`config.mk`:
```
export PLATFORM = sky130hd
export DESIGN_NAME = sync_fifo_thr
export DESIGN_NICKNAME = d
export VERILOG_FILES = /design/src/rtl/sync_fifo_pkg.sv /design/src/rtl/sync_fifo_mem.sv /design/src/rtl/sync_fifo_thr.sv
export SDC_FILE = /design/constraint.sdc
export NUM_CORES = 1
export LEC_CHECK = 0
export ABC_AREA = 1
export CAP_MARGIN = 30
export CORE_MARGIN = 8
export CORE_UTILIZATION = 52
export DETAILED_ROUTE_END_ITERATION = 6
export PLACE_DENSITY = 0.7
export SETUP_SLACK_MARGIN = 0.1
export SYNTH_ARGS = -nofsm -noshare
export SYNTH_HDL_FRONTEND = slang
export SYNTH_HIERARCHICAL = 1
export SYNTH_SLANG_ARGS = --single-unit
export TNS_END_PERCENT = 30
```
`constraint.sdc`:
```
create_clock -name clk -period 3 [get_ports clk]
set_input_delay 0.3 -clock clk [delete_from_list [all_inputs] [get_ports clk]]
set_output_delay 0.3 -clock clk [all_outputs]
set_load 0.05 [all_outputs]
```
`src/rtl/sync_fifo_pkg.sv`:
```
// sync_fifo_pkg: shared constants and helpers for the sync_fifo family.
//   clog2()            - constant ceiling-log2 used for address/pointer sizing
//   SYNC_FIFO_DW/DEPTH - default data width and depth
//   `SYNC_FIFO_AW(d)    - RAM address width for depth d
//   `SYNC_FIFO_CNT_W(d) - pointer/count width for depth d (address + wrap bit)
`ifndef SYNC_FIFO_PKG_MACROS
`define SYNC_FIFO_PKG_MACROS
`define SYNC_FIFO_AW(depth) (sync_fifo_pkg::clog2(depth))
`define SYNC_FIFO_CNT_W(depth) (sync_fifo_pkg::clog2(depth) + 1)
`endif

package sync_fifo_pkg;

    localparam int unsigned SYNC_FIFO_DW    = 8;
    localparam int unsigned SYNC_FIFO_DEPTH = 16;

    function automatic int unsigned clog2(input int unsigned value);
        int unsigned result;
        result = 0;
        while ((32'd1 << result) < value) begin
            result = result + 1;
        end
        return result;
    endfunction

endpackage

```
`src/rtl/sync_fifo_mem.sv`:
```
// sync_fifo_mem: simple dual-port RAM, DEPTH x DW, for the sync_fifo family.
//   clk      - clock
//   rst      - asynchronous active-high reset (read register only)
//   clr      - synchronous clear of the read register (array untouched)
//   wr_en    - write strobe; wr_addr/wr_data give location and value
//   rd_en    - read strobe; rd_data is registered (latency 1), holds otherwise
module sync_fifo_mem
    import sync_fifo_pkg::*;
#(
    parameter int unsigned DW    = SYNC_FIFO_DW,
    parameter int unsigned DEPTH = SYNC_FIFO_DEPTH,
    parameter int unsigned AW    = clog2(DEPTH)
) (
    input  logic          clk,
    input  logic          rst,
    input  logic          clr,
    input  logic          wr_en,
    input  logic [AW-1:0] wr_addr,
    input  logic [DW-1:0] wr_data,
    input  logic          rd_en,
    input  logic [AW-1:0] rd_addr,
    output logic [DW-1:0] rd_data
);

    logic [DW-1:0] mem [DEPTH];

    always_ff @(posedge clk) begin
        if (wr_en) begin
            mem[wr_addr] <= wr_data;
        end
    end

    always_ff @(posedge clk or posedge rst) begin
        if (rst) begin
            rd_data <= '0;
        end else if (clr) begin
            rd_data <= '0;
        end else if (rd_en) begin
            rd_data <= mem[rd_addr];
        end
    end

endmodule

```
`src/rtl/sync_fifo_thr.sv`:
```
// sync_fifo_thr: single-clock FIFO with fill count, watermark flags and
// sticky error flags.
//   clk, rst (async, active-high), sw_rst (sync soft reset, overrides all)
//   i_wr_data/i_wr_valid, o_wr_fifo_full         - write side
//   i_rd_en, o_rd_data/o_rd_valid, o_rd_fifo_empty - read side
//   o_count (0..DEPTH), o_almost_full (count >= AF_THR),
//   o_almost_empty (count <= AE_THR)
//   o_overflow/o_underflow sticky, cleared by i_err_clr (a new event wins)
// Build option: define SYNC_FIFO_FWFT_EN for first-word-fall-through reads;
// otherwise reads have one cycle of latency and o_rd_valid is a pulse.
module sync_fifo_thr
    import sync_fifo_pkg::*;
#(
    parameter int unsigned DW     = SYNC_FIFO_DW,
    parameter int unsigned DEPTH  = SYNC_FIFO_DEPTH,
    parameter int unsigned AF_THR = DEPTH - 2,
    parameter int unsigned AE_THR = 2
) (
    input  logic                               clk,
    input  logic                               rst,
    input  logic                               sw_rst,
    input  logic [DW-1:0]                      i_wr_data,
    input  logic                               i_wr_valid,
    output logic                               o_wr_fifo_full,
    input  logic                               i_rd_en,
    output logic [DW-1:0]                      o_rd_data,
    output logic                               o_rd_valid,
    output logic                               o_rd_fifo_empty,
    output logic [`SYNC_FIFO_CNT_W(DEPTH)-1:0] o_count,
    output logic                               o_almost_full,
    output logic                               o_almost_empty,
    output logic                               o_overflow,
    output logic                               o_underflow,
    input  logic                               i_err_clr
);

    localparam int unsigned AW = `SYNC_FIFO_AW(DEPTH);
    localparam int unsigned PW = `SYNC_FIFO_CNT_W(DEPTH);
    localparam logic [PW-1:0] PTR_ONE = PW'(1);
    localparam logic [PW-1:0] AF_LVL  = PW'(AF_THR);
    localparam logic [PW-1:0] AE_LVL  = PW'(AE_THR);

    if (DEPTH < 4 || (DEPTH & (DEPTH - 1)) != 0) begin : g_bad_depth
        $error("sync_fifo_thr: DEPTH must be a power of two and >= 4");
    end
    if (AE_THR >= AF_THR) begin : g_bad_thr
        $error("sync_fifo_thr: AE_THR must be below AF_THR");
    end

    logic [PW-1:0] wr_ptr;
    logic [PW-1:0] rd_ptr;
    logic [PW-1:0] count;
    logic          full;
    logic          empty;
    logic          wr_acc;
    logic          rd_acc;
    logic          rd_valid;
    logic          rd_valid_nxt;
    logic          mem_rd_en;
    logic [AW-1:0] mem_rd_addr;

    assign full = (wr_ptr[AW] != rd_ptr[AW]) && (wr_ptr[AW-1:0] == rd_ptr[AW-1:0]);

`ifdef SYNC_FIFO_FWFT_EN
    // rd_ptr addresses the head, which stays in RAM while a copy sits in the
    // output register, so the pointer difference still equals the fill level.
    // Prefetch only entries written before this cycle: no RAM read/write
    // collision, at the cost of one cycle from write to visibility.
    logic [PW-1:0] rd_ptr_nxt;

    assign empty        = !rd_valid;
    assign rd_acc       = i_rd_en && rd_valid;
    assign rd_ptr_nxt   = rd_acc ? rd_ptr + PTR_ONE : rd_ptr;
    assign mem_rd_en    = (!rd_valid || rd_acc) && (rd_ptr_nxt != wr_ptr);
    assign mem_rd_addr  = rd_ptr_nxt[AW-1:0];
    assign rd_valid_nxt = mem_rd_en || (rd_valid && !rd_acc);
`else
    assign empty        = (wr_ptr == rd_ptr);
    assign rd_acc       = i_rd_en && !empty;
    assign mem_rd_en    = rd_acc;
    assign mem_rd_addr  = rd_ptr[AW-1:0];
    assign rd_valid_nxt = rd_acc;
`endif

    assign wr_acc = i_wr_valid && !full;

    always_ff @(posedge clk or posedge rst) begin
        if (rst) begin
            wr_ptr      <= '0;
            rd_ptr      <= '0;
            count       <= '0;
            rd_valid    <= 1'b0;
            o_overflow  <= 1'b0;
            o_underflow <= 1'b0;
        end else if (sw_rst) begin
            wr_ptr      <= '0;
            rd_ptr      <= '0;
            count       <= '0;
            rd_valid    <= 1'b0;
            o_overflow  <= 1'b0;
            o_underflow <= 1'b0;
        end else begin
            if (wr_acc) begin
                wr_ptr <= wr_ptr + PTR_ONE;
            end
            if (rd_acc) begin
                rd_ptr <= rd_ptr + PTR_ONE;
            end
            case ({wr_acc, rd_acc})
                2'b10:   count <= count + PTR_ONE;
                2'b01:   count <= count - PTR_ONE;
                default: count <= count;
            endcase
            rd_valid    <= rd_valid_nxt;
            o_overflow  <= (i_wr_valid && full) || (o_overflow && !i_err_clr);
            o_underflow <= (i_rd_en && empty) || (o_underflow && !i_err_clr);
        end
    end

    sync_fifo_mem #(
        .DW    (DW),
        .DEPTH (DEPTH),
        .AW    (AW)
    ) u_mem (
        .clk     (clk),
        .rst     (rst),
        .clr     (sw_rst),
        .wr_en   (wr_acc && !sw_rst),
        .wr_addr (wr_ptr[AW-1:0]),
        .wr_data (i_wr_data),
        .rd_en   (mem_rd_en),
        .rd_addr (mem_rd_addr),
        .rd_data (o_rd_data)
    );

    assign o_wr_fifo_full  = full;
    assign o_rd_fifo_empty = empty;
    assign o_rd_valid      = rd_valid;
    assign o_count         = count;
    assign o_almost_full   = (count >= AF_LVL);
    assign o_almost_empty  = (count <= AE_LVL);

endmodule

```
Word level (Yosys, flattened, before mapping) --
Memories as Yosys holds them, arrays and structs flattened. Cells that the tools add are included.
Word-level totals: register bits after elaboration 26, bits in latches 0, memory bits (writable) 128, bits in read-only memories 0, output and inout port bits 20, word-level logic and storage cells 49, memories kept 1
Memories:
- u_mem.mem | words 16, bits a word 8, read ports 1, clocked after memory_dff 0, wr ports 1, line sync_fifo_mem.sv:25 | logic [DW-1:0] mem [DEPTH];
Cells by class: add/subtract/negate cells 4, multipliers 0, divide/modulo/power cells 0, order comparisons 2, equal/unequal tests 5, shifts and indexed selects 0, mux-type cells 13, bitwise logic cells 0, reduce and logical (&&, ||, !) cells 17
Operator list (number):
- 2-to-1 mux 5 bit | 5
- 2-to-1 mux 8 bit | 2
- adder 5 x 1 -> 5 bit (second input constant) | 3
- case mux 5 bit (2 select lines) | 1
- logical AND 1 bit | 8
- equality test 5 bit | 1
- greater-or-equal comparator 5 x 4 -> 1 bit (second input constant) | 1
- less-or-equal comparator 5 x 2 -> 1 bit (second input constant) | 1
- 2-to-1 mux 1 bit | 5
- subtractor 5 x 1 -> 5 bit (second input constant) | 1
- equality test 4 bit | 1
- zero test 1 bit | 4
- nonzero test 2 bit | 2
- nonzero test 3 bit | 1
- equality test 2 x 1 -> 1 bit (second input constant) | 1
- equality test 2 bit (second input constant) | 1
- logical OR 1 bit | 2
- inequality test 1 bit | 1

Depth between registers and ports, before layout --
word-level depth 7, gate-level depth with buffers 19, depth with buffers taken out 19

Cells and area by module --
Netlist, hierarchy kept.
Modules (own cells, without submodules):
- sync_fifo_mem | times used 1, cells an instance 578, area an instance 5900.7 um2, sequential area each 4043.9 um2
- sync_fifo_thr | times used 1, cells an instance 157, area an instance 1143.6 um2, sequential area each 450.4 um2

Worst setup path before layout --
Ideal clock, no wire load.
path type reg2out, from reg count[1] (netlist: o_count[1]), to out o_almost_empty, data arrival time 3.156 ns, required time 2.700 ns, slack -0.456 ns, cell stages (with the launch flop) 2, cells stage by stage dfrtp_1 -> a2111oi_0
On the way: word-level cells in the longest chain between the ends 1
Ends and longest elaborated chain:
- start, declared | line sync_fifo_thr.sv:52 | logic [PW-1:0] count;
- start signal, assigned | line sync_fifo_thr.sv:110 | 2'b10: count <= count + PTR_ONE;
- start signal, assigned | line sync_fifo_thr.sv:111 | 2'b01: count <= count - PTR_ONE;
- start signal, assigned | line sync_fifo_thr.sv:112 | default: count <= count;
- less-or-equal comparator 5 x 2 -> 1 bit | line sync_fifo_thr.sv:141 | assign o_almost_empty = (count <= AE_LVL);
- end, declared | line sync_fifo_thr.sv:31 | output logic o_almost_empty,
Every way passes these cells.

Final worst setup path --
from reg wr_ptr[2], to mem u_mem/mem[14][6] in the netlist's numbering (enable)
On the way: word-level cells in the longest chain between the ends 7
Ends and longest elaborated chain:
- start, declared | line sync_fifo_thr.sv:50 | logic [PW-1:0] wr_ptr;
- start signal, assigned | line sync_fifo_thr.sv:104 | wr_ptr <= wr_ptr + PTR_ONE;
- equality test 4 bit | line sync_fifo_thr.sv:62 | assign full = (wr_ptr[AW] != rd_ptr[AW]) && (wr_ptr[AW-1:0] == rd_ptr[AW-1:0]);
- logical AND 1 bit | line sync_fifo_thr.sv:62
- zero test 1 bit | line sync_fifo_thr.sv:85 | assign wr_acc = i_wr_valid && !full;
- logical AND 1 bit | line sync_fifo_thr.sv:85
- logical AND 1 bit | line sync_fifo_thr.sv:128 | .wr_en (wr_acc && !sw_rst),
- 2-to-1 mux 1 bit | line sync_fifo_mem.sv:28 | if (wr_en) begin
- 2-to-1 mux 1 bit (implied by the code) | line sync_fifo_mem.sv:29 | mem[wr_addr] <= wr_data;
- end, declared | line sync_fifo_mem.sv:25
Several ways; a longest one is shown, not always the timed one.

==> impl_metrics.py <==
metrics = {
    "status": {
        "status": "finished clean",
    },
    "timing": {
        "holdWs_ns": 0.150,
        "fmax_mhz": 380,
        "setup_tns_ns": 0,
        "final_hold_viol_count": 0,
        "setup_ws_ns": 0.372,
        "slew_headroom_pct": 38.4,
        "setup-violations-final": 0,
        "post-route-min-period_ns": 2.63,
        "tightest_slew_ns": 0.921,
        "final-max-slew-violation-count": 0,
        "skew_ns": 0.00883,
        "rsz0062_at_grt": "no",
        "finalCritPeriodShare_pct": 87.6,
    },
    "worst_setup_path": {
        "critPathLaunch": "wr_ptr[2]",
        "worst_setup_path_start_kind": "flop",
        "cp-end-kind": "flop",
        "crit_chain": "inv_1 -> nand2_1 -> nand2_1 -> nor2_2 -> nand3_2 -> nand2_4 -> nor2_1 -> nand3_1 -> nor2_1",
        "r2r_start": "wr_ptr[2]",
        "crit_fanout": 9,
        "crit_type": "reg2reg",
        "crit_required_ns": 3.05,
        "crit_end": "u_mem/mem[14][6]",
        "ff2ff_setup_slack_ns": 0.37,
        "r2r_end": "u_mem/mem[14][6]",
        "critical-path-max-stage-delay_ns": 0.57,
        "rr_worst_depth": 9,
        "crit_slowest_cell": "nor2_1",
        "critical_path_arrival_ns": 2.68,
    },
    "floorplanning": {
        "dieArea_um2": 17500,
        "rows": 42,
        "ios": 34,
        "floorplan.initialDensity_pct": 53.2,
        "core_area_um2": 13200,
        "die_y_um": 132,
        "die_w_um": 132,
    },
    "placed_design": {
        "dp.cells": 930,
        "dpl_cell_area_um2": 7510,
        "dp_hpwl_mm": 10.8,
        "dpl_worst_slack_ns": 0.398,
        "place.gp.congestion": 0.925,
        "portBuffers": 33,
    },
    "cells_and_area": {
        "utilization_pct": 61.6,
        "final_design_area_no_fill_um2": 8150,
        "finalNetCount": 792,
        "regArea_um2": 4500,
        "multi_input_area_um2": 1890,
        "fill_cells": 1134,
        "antenna_cells": 0,
        "instances_no_fill": 963,
        "drive_above_1_share_pct": 7.50,
        "area_delta_synth_final_pct": 15.7,
    },
    "clocking": {
        "cts_inserted_buffers": 17,
        "htree_levels": 4,
        "holdBufCountCts": 0,
        "clock_path_buffers": 2,
        "post_cts_resized": 0,
        "clk_latency_ns": 0.43,
        "cts_tree": "built",
        "post_cts_buffers": 0,
        "clk_pin_slew_ns": 0.06,
        "cts_root_buf": "clkbuf_16",
        "cts.sinks": 154,
    },
    "pwr": {
        "power_leakage_nw": 3.60,
        "peakVddDrop_mv": 0.585,
        "p_total_mw": 5.71,
        "power_density_nw_per_um2": 700,
    },
    "route": {
        "drtIter0Drc": 412,
        "vias": 5005,
        "route.detailed.drc": 0,
        "vias_per_cell": 5.20,
        "totalWireLength_mm": 16.4,
        "firstDrtPassIters": 5,
        "wl_per_cell_um": 17.0,
        "antenna_left": 0,
    },
    "synthesis": {
        "syn_area_per_cell_um2": 9.58,
        "synth-edff-count": 128,
        "synthCells": 735,
        "ys_async_sr_fraction_pct": 16.9,
        "synth_area_um2": 7040,
        "seq_area_frac_synth_pct": 63.8,
        "yosysWarnings": 6,
        "ys.flop_type": "edfxtp_1",
        "syn_nets": 753,
        "yosys_register_bits": 154,
        "synth.distinct_cells": 28,
    },
    "flow_run": {
        "cap_violations": 0,
    },
    "global_routing": {
        "grt_pass1_wl_mm": 26.0,
        "grt_pass1_vias": 4821,
        "grt_usage_pct": 19.3,
        "overflow": 0,
        "grt_max_degree": 67,
        "grt_antenna_before_repair": 0,
    },
    "hold_path": {
        "hp-class": "in2async",
    },
}
## synthesized netlist by cell type (2+ instances only)
master | n | area (um2)
a21oi_1 | 2 | 10.0
a21oi_2 | 2 | 17.5
buf_2 | 16 | 80.1
buf_6 | 6 | 67.6
dfrtp_1 | 26 | 651
edfxtp_1 | 128 | 3840
ha_1 | 4 | 50.1
inv_1 | 128 | 480
inv_2 | 3 | 11.3
nand2_1 | 244 | 916
nand2_2 | 3 | 18.8
nand2_4 | 3 | 33.8
nand3_1 | 109 | 546
nand3_2 | 3 | 30.0
nand3b_1 | 2 | 15.0
nor2_1 | 26 | 97.6
nor3_1 | 4 | 20.0
o21ai_0 | 11 | 55.1
o21ai_1 | 4 | 20.0
xnor2_1 | 2 | 17.5
xor2_1 | 2 | 17.5
## power by group
| group | switching (mW) | leakage [nW] | total (mW) | internal (mW) |
|---|---|---|---|---|
| logic | 0.744 | 1.80 | 1.04 | 0.294 |
| registers | 0.0572 | 1.50 | 2.44 | 2.38 |
| clock network | 0.811 | 0.302 | 2.23 | 1.42 |
## critical path, delay by kind of cell (launching register included)
| family | cells | cell delay (ns) |
|---|---|---|
| AND/OR/NAND/NOR | 8 | 1.67 |
| flip-flops | 1 | 0.48 |
| buffers and inverters | 1 | 0.11 |
## worst min path at each step
stage / endpoint / depth (start not counted) / slack (ns) / start
2_1_floorplan: u_mem/rd_data[0] / 1 / 0.12 / rst
3_3_place_gp: u_mem/rd_data[2] / 2 / 0.47 / u_mem/rd_data[2]
3_5_place_dp: u_mem/rd_data[3] / 2 / 0.47 / u_mem/rd_data[3]
4_1_cts: u_mem/rd_data[1] / 2 / 0.15 / rst
5_1_grt: u_mem/rd_data[6] / 2 / 0.19 / rst
6_report: u_mem/rd_data[6] / 2 / 0.15 / rst
## sequential cells by signal (all words and copies together) (netlist names)
register	count
u_mem/mem	128
u_mem/rd_data	8
o_count	5
rd_ptr	5
wr_ptr	5
o_overflow	1
o_rd_valid	1
o_underflow	1
## cell families (layout without fill, tap and decap cells)
group | after synthesis | in the layout | share of synthesized area (%)
buffers and inverters | 156 | 208 | 9.33
XOR/XNOR | 4 | 4 | 0.497
AND/OR/NAND/NOR | 395 | 395 | 23.9
AO/OA/AOI/OAI | 22 | 22 | 1.78
adder cells (fa/ha/maj) | 4 | 4 | 0.711
flip-flops | 154 | 154 | 63.8
## routing by layer
metal  vias up  wire, um  part of all wire (%)  GRT usage (%)
met2       187      7720                    47           30.8
met5         -         0                     0              0
met4         0       520                   3.2           8.96
met3        41       990                   6.0           3.96
li1       2435         -                     -              -
met1      2342      7170                    44           24.8
## area by class of cell
class | count | area share (%)
flip-flops and latches | 154 | 55.1
inverters | 132 | 6.11
clock inverters | 11 | 2.12
clock buffers | 21 | 5.53
multi-input cells | 425 | 23.2
repair buffers | 44 | 5.16
well taps | 176 | 2.70
## placed cells by master (no fill, tap or decap), types with 2 or more instances in the layout
master / count
a21oi_1: 2
a21oi_2: 2
buf_4: 12
bufinv_16: 4
clkbuf_1: 3
clkbuf_16: 17
clkdlybuf4s50_1: 31
clkinv_2: 2
clkinv_4: 3
dfrtp_1: 25
edfxtp_1: 128
ha_1: 4
inv_1: 128
inv_2: 3
nand2_1: 244
nand2_2: 3
nand2_4: 3
nand3_1: 109
nand3_2: 3
nand3b_1: 2
nor2_1: 26
nor3_1: 4
o21ai_0: 11
o21ai_1: 4
xnor2_1: 2
xor2_1: 2
(Power assumes the default switching activity.)
